==> src/rtl/sdrc_wb_arbiter.sv <==
// sdrc_wb_arbiter: round-robin Wishbone arbiter that shares the sdrc_top slave port among NM masters.
// One master owns the slave port for a whole bus cycle (cyc held). Between two grants there is
// always one dead (idle) cycle.
// Ports:
//   wb_clk_i, wb_rst_i          clock, synchronous active-high reset
//   m_cyc_i/m_stb_i/m_we_i      per-master request controls (NM bits)
//   m_addr_i/m_dat_i/m_sel_i    packed per-master address/data/select; master k at [k*W +: W]
//   m_ack_o/m_err_o             per-master acknowledge / timeout error
//   m_dat_o                     read data broadcast, valid only with own m_ack_o
//   s_*_o, s_ack_i, s_dat_i     slave (controller) side
//   grant_o                     one-hot current grant
// Optional feature: define SDRC_ARB_TIMEOUT_EN to add a stall timeout that errors the master
// and releases the bus after TIMEOUT_CYC unacknowledged strobe cycles.
module sdrc_wb_arbiter #(
  parameter int unsigned NM          = 2,
  parameter int unsigned DW          = 32,
  parameter int unsigned AW          = 26,
  parameter int unsigned TIMEOUT_CYC = 256
) (
  input  logic                 wb_clk_i,
  input  logic                 wb_rst_i,
  input  logic [NM-1:0]        m_cyc_i,
  input  logic [NM-1:0]        m_stb_i,
  input  logic [NM-1:0]        m_we_i,
  input  logic [NM*AW-1:0]     m_addr_i,
  input  logic [NM*DW-1:0]     m_dat_i,
  input  logic [NM*DW/8-1:0]   m_sel_i,
  output logic [NM-1:0]        m_ack_o,
  output logic [NM-1:0]        m_err_o,
  output logic [DW-1:0]        m_dat_o,
  output logic                 s_cyc_o,
  output logic                 s_stb_o,
  output logic                 s_we_o,
  output logic [AW-1:0]        s_addr_o,
  output logic [DW-1:0]        s_dat_o,
  output logic [DW/8-1:0]      s_sel_o,
  input  logic                 s_ack_i,
  input  logic [DW-1:0]        s_dat_i,
  output logic [NM-1:0]        grant_o
);

  localparam int unsigned IW = (NM > 1) ? $clog2(NM) : 1;
  localparam int unsigned SW = DW / 8;
  localparam logic [IW:0] NmW = (IW + 1)'(NM);

`ifdef SDRC_ARB_TIMEOUT_EN
  typedef enum logic [1:0] {StIdle, StBusy, StErr} state_e;
  localparam int unsigned CW = $clog2(TIMEOUT_CYC + 1);
  logic [CW-1:0] tcnt_q, tcnt_d;
`else
  typedef enum logic [1:0] {StIdle, StBusy} state_e;
`endif

  state_e        state_q, state_d;
  logic [NM-1:0] grant_q, grant_d;
  logic [IW-1:0] gidx_q, gidx_d;
  logic [IW-1:0] rr_ptr_q, rr_ptr_d;
  logic [IW-1:0] pick_idx, next_ptr;
  logic          pick_valid;
  logic [2*NM-1:0] rot;
  logic [IW:0]   pick_sum;

  logic          g_cyc, g_stb, g_we;
  logic [AW-1:0] g_addr;
  logic [DW-1:0] g_dat;
  logic [SW-1:0] g_sel;

  // Rotate requests so bit 0 is the master at rr_ptr; the first set bit wins.
  always_comb begin
    rot        = {m_cyc_i, m_cyc_i} >> rr_ptr_q;
    pick_valid = 1'b0;
    pick_idx   = '0;
    pick_sum   = '0;
    for (int i = 0; i < int'(NM); i++) begin
      if (!pick_valid && rot[i]) begin
        pick_valid = 1'b1;
        pick_sum   = {1'b0, rr_ptr_q} + (IW + 1)'(i);
        if (pick_sum >= NmW) pick_sum = pick_sum - NmW;
        pick_idx   = pick_sum[IW-1:0];
      end
    end
  end

  assign next_ptr = (gidx_q == IW'(NM - 1)) ? '0 : gidx_q + IW'(1);

  // Granted master's signals.
  always_comb begin
    g_cyc  = 1'b0;
    g_stb  = 1'b0;
    g_we   = 1'b0;
    g_addr = '0;
    g_dat  = '0;
    g_sel  = '0;
    for (int k = 0; k < int'(NM); k++) begin
      if (gidx_q == IW'(k)) begin
        g_cyc  = m_cyc_i[k];
        g_stb  = m_stb_i[k];
        g_we   = m_we_i[k];
        g_addr = m_addr_i[k*AW +: AW];
        g_dat  = m_dat_i[k*DW +: DW];
        g_sel  = m_sel_i[k*SW +: SW];
      end
    end
  end

  always_comb begin
    s_cyc_o  = 1'b0;
    s_stb_o  = 1'b0;
    s_we_o   = 1'b0;
    s_addr_o = '0;
    s_dat_o  = '0;
    s_sel_o  = '0;
    m_ack_o  = '0;
    m_err_o  = '0;
    m_dat_o  = s_dat_i;
    if (state_q == StBusy) begin
      s_cyc_o  = g_cyc;
      s_stb_o  = g_stb;
      s_we_o   = g_we;
      s_addr_o = g_addr;
      s_dat_o  = g_dat;
      s_sel_o  = g_sel;
      // Acks without a strobe are dropped.
      m_ack_o  = grant_q & {NM{s_ack_i & g_stb}};
    end
`ifdef SDRC_ARB_TIMEOUT_EN
    if (state_q == StErr) m_err_o = grant_q;
`endif
  end

  always_comb begin
    state_d  = state_q;
    grant_d  = grant_q;
    gidx_d   = gidx_q;
    rr_ptr_d = rr_ptr_q;
    case (state_q)
      StIdle: begin
        if (pick_valid) begin
          state_d = StBusy;
          gidx_d  = pick_idx;
          grant_d = NM'(1) << pick_idx;
        end
      end
      StBusy: begin
        if (!g_cyc) begin
          state_d  = StIdle;
          grant_d  = '0;
          rr_ptr_d = next_ptr;
        end
`ifdef SDRC_ARB_TIMEOUT_EN
        else if (tcnt_q == CW'(TIMEOUT_CYC)) begin
          state_d = StErr;
        end
`endif
      end
`ifdef SDRC_ARB_TIMEOUT_EN
      StErr: begin
        state_d  = StIdle;
        grant_d  = '0;
        rr_ptr_d = next_ptr;
      end
`endif
      default: state_d = StIdle;
    endcase
  end

`ifdef SDRC_ARB_TIMEOUT_EN
  // Counts unacknowledged strobe cycles of the current owner.
  always_comb begin
    tcnt_d = tcnt_q;
    if (state_q != StBusy || state_d != StBusy) begin
      tcnt_d = '0;
    end else if (s_ack_i && g_stb) begin
      tcnt_d = '0;
    end else if (g_stb) begin
      tcnt_d = tcnt_q + CW'(1);
    end
  end

  always_ff @(posedge wb_clk_i) begin
    if (wb_rst_i) tcnt_q <= '0;
    else          tcnt_q <= tcnt_d;
  end
`else
  logic unused_timeout;
  assign unused_timeout = (TIMEOUT_CYC == 0);
`endif

  always_ff @(posedge wb_clk_i) begin
    if (wb_rst_i) begin
      state_q  <= StIdle;
      grant_q  <= '0;
      gidx_q   <= '0;
      rr_ptr_q <= '0;
    end else begin
      state_q  <= state_d;
      grant_q  <= grant_d;
      gidx_q   <= gidx_d;
      rr_ptr_q <= rr_ptr_d;
    end
  end

  assign grant_o = grant_q;

endmodule

==> config.mk <==
export PLATFORM = sky130hd
export DESIGN_NAME = sdrc_wb_arbiter
export DESIGN_NICKNAME = d
export VERILOG_FILES = /design/src/rtl/sdrc_wb_arbiter.sv
export SDC_FILE = /design/constraint.sdc
export NUM_CORES = 1
export LEC_CHECK = 0
export ABC_AREA = 1
export CAP_MARGIN = 0
export CORE_AREA = 5 5 100 102
export DETAILED_ROUTE_END_ITERATION = 7
export DIE_AREA = 0 0 105 107
export GPL_TIMING_DRIVEN = 0
export PLACE_DENSITY_LB_ADDON = 0.05
export SLEW_MARGIN = 10
export SYNTH_ARGS = -nofsm -noshare
export SYNTH_HDL_FRONTEND = slang
export SYNTH_SLANG_ARGS = --single-unit
==> constraint.sdc <==
create_clock -name wb_clk_i -period 2.81 [get_ports wb_clk_i]
set_input_delay 0.562 -clock wb_clk_i [delete_from_list [all_inputs] [get_ports wb_clk_i]]
set_output_delay 0.562 -clock wb_clk_i [all_outputs]
set_load 0.05 [all_outputs]
==> run_results.csv <==
group,metric,value,unit
run_status,status,"finished clean",
synth,synth_area,1572,sq um
timing,setup_viol,0,
synth,synth.top_cell.area_share,20.06,%
clock_tree,clk_latency,220,ps
synth,synthCells,283,
power,powerDensity,277.2,nW/um^2
cells_and_area,fin_area,4099,sq um
die,die_w,105,um
die,io_pins,268,
synth,ys.flop_type,"dfxtp_1",
clock_tree,clock_path_buffers,2,
timing,fin_setup_tns,0,ps
grt,grt_pass1_wl,12800,um
synth,yosysMostFrequentCell,"nor2_1",
grt,grt_pass1_vias,2456,
synth,yosysWarningCount,0,
clock_tree,cts_tree,"built",
hold_path,worstHoldEndpoint,"rr_ptr_q",
die,coreArea,9021,sq um
synth,synth.top_cells.by_count,"79 x nor2_1, 63 x o21ai_0, 50 x nor2_2",
die,rows,35,
clock_tree,clock-sinks,5,
cells_and_area,final_nets,687,
synth,synth_edf_count,0,
power,p_leak,1.720,nW
placed_design,dpl_cell_area,4046,sq um
drt,viasPerCell,4.059,
setup_path,arrival,2130,ps
setup_path,worstSetupPathType,"input pin to output port",
cells_and_area,area_delta_synth_final,160.8,%
setup_path,cp_top_family,"buffers and inverters",
setup_path,ff2ff_setup_slack,1730,ps
placed_design,gp_congestion,0.7460,
setup_path,cp-start-kind,"input pin",
clock_tree,postCtsHoldBufs,0,
timing,slew_headroom,63.12,%
die,chipHeight,107,um
drt,firstDrtPassIters,4,
synth,yosysUniqueCellTypes,17,
hold_path,worstHoldStart,"rr_ptr_q",
synth,async_flop_share,0,%
setup_path,critical-path-max-stage-delay,820,ps
setup_path,r2r_start,"gidx_q",
clock_tree,cts_max_level,1,
hold_path,hp-class,"flip-flop to flip-flop",
timing,fin_crit_sh,95.70,%
drt,wire_per_inst,14.04,um
timing,tightest_slew,552.3,ps
timing,final_hold_viol_count,0,
grt,grtUsageTotal,13.86,%
synth,yosys.area.top_type,"o21ai_0",
placed_design,hpwl,7682,um
cells_and_area,antenna_cells,0,
setup_path,path_common_cell,"nand2_1",
timing,fmax,0.3719,GHz
grt,antenna_found_initial,0,
setup_path,cp_cell_sequence,"clkdlybuf4s50_1 -> nand2_1 -> nand2_1 -> nand2_1 -> nor2_1 -> clkdlybuf4s50_1",
drt,drtIter0Drc,58,
timing,finClkSkew,0.3406,ps
clock_tree,cts_made_buffers,3,
clock_tree,clk_pin_slew,30,ps
drt,finalWirelength,8875,um
setup_path,worst_r2r_endpoint,"grant_o[0]",
die,start_util,17.42,%
synth,syn_area_per_cell,5.553,sq um
synth,yosysSeqAreaShare,6.369,%
setup_path,crit_path_top_delay_cell,"clkdlybuf4s50_1",
timing,rsz0062_at_grt,"false",
timing,period_minus_slack,2689,ps
clock_tree,root_buffer,"clkbuf_8",
timing,drv_slew,0,
power,ir_worst_vdd,0.2079,mV
setup_path,cp_max_fo,3,
setup_path,required,2250,ps
grt,grt_max_degree,11,
placed_design,numPortBuffers,233,
cells_and_area,drive_gt1_share,19.77,%
drt,ant_nets,0,
setup_path,critPathBufInv,2,
hold_path,holdPathStages,2,
drt,post-route-drc-count,0,
drt,num_vias,2565,
setup_path,endpoint_kind,"output port",
synth,synth_seq_cells,5,
setup_path,r2r_cells,6,
die,fp.dieArea,11240,sq um
grt,grt_overflow,0,
synth,synth_area_leaders,"o21ai_0 20%, nor2_2 20%, nor2_1 19%",
job,maxCapViolCount,0,
==> logic make-up after synthesis <==
kind of cell           Yosys count  synth area share (%)
AOI/OAI and AO/OA               71                 22.61
other                            1                0.2386
buffers and inverters           61                 28.03
and+or+nand+nor                145                 42.75
DFF                              5                 6.370
==> worst reg2reg max path: cells and delay by family, from the launching register on <==
kind | cells | cell delay, ps
flip-flops | 1 | 400
AND/OR/NAND/NOR | 3 | 280
buffers and inverters | 2 | 210
AO/OA/AOI/OAI | 1 | 60
==> state kept, by name (all words and copies together), names as in the netlist <==
signal / flops
grant_o: 2
state_q: 1
gidx_q: 1
rr_ptr_q: 1
==> cell type report <==
type	instances	area (sq um)
Buffer	55	415.4
Clock buffer	4	45.04
Fill cell	960	4922
Inverter	6	25.02
Multi-Input combinational cell	218	1035
Sequential cell	5	100.1
Tap cell	111	138.9
Timing Repair Buffer	233	2340
==> power breakdown <==
| part | internal (mW) | total, mW | switching [mW] | leakage (nW) |
|---|---|---|---|---|
| logic | 0.399 | 0.922 | 0.524 | 1.66 |
| registers | 0.0768 | 0.0817 | 0.00488 | 0.0413 |
| clock network | 0.0973 | 0.132 | 0.0348 | 0.0228 |
| total | 0.573 | 1.14 | 0.563 | 1.72 |
==> cell usage in the layout, fill, tap and decap left out, types with 3 or more instances in the layout <==
cell	n
nor2_1	79
clkbuf_1	7
nor2_2	50
clkdlybuf4s50_1	230
clkbuf_8	3
dlymetal6s2s_1	3
buf_2	6
a21oi_1	6
o21ai_0	63
inv_1	5
dfxtp_1	5
buf_8	5
nand2_1	14
buf_4	34
==> through the flow <==
step           setup WS (ps)  total power [mW]  utilization [%]  cells  hold WS (ps)
2_1_floorplan          766.6            0.6063                -    284         435.0
3_3_place_gp           101.0             1.009            44.85    628         451.3
3_5_place_dp           95.47             1.013            44.85    628         456.5
4_1_cts                85.37             1.151            45.35    632         462.9
5_1_grt                6.231             1.193            45.44    632         490.0
6_report               120.8             1.136            45.44    632         456.6
==> routing by layer <==
metal,GRT usage [%],routed length (um),vias to the layer above
met5,0,0,-
met4,1.096,10,0
met3,3.492,703,2
met2,26.84,4822,133
met1,15.76,3338,1094
li1,-,-,1336
==> worst max-delay path by stage <==
stage	from	to	depth (start not counted)
6_report	m_stb_i[1]	m_ack_o[1]	6
5_1_grt	state_q[0]	s_addr_o[9]	5
4_1_cts	state_q[0]	s_dat_o[29]	5
3_5_place_dp	m_stb_i[0]	m_ack_o[1]	6
3_3_place_gp	m_stb_i[1]	m_ack_o[1]	6
2_1_floorplan	gidx_q	s_addr_o[0]	6
==> repair_timing <==
action / in CTS / in global routing
setup buffers: 0 / 0
resized for setup: 0 / 3
endpoints found under the setup margin: 0 / 3
(Power assumes the default switching activity.)
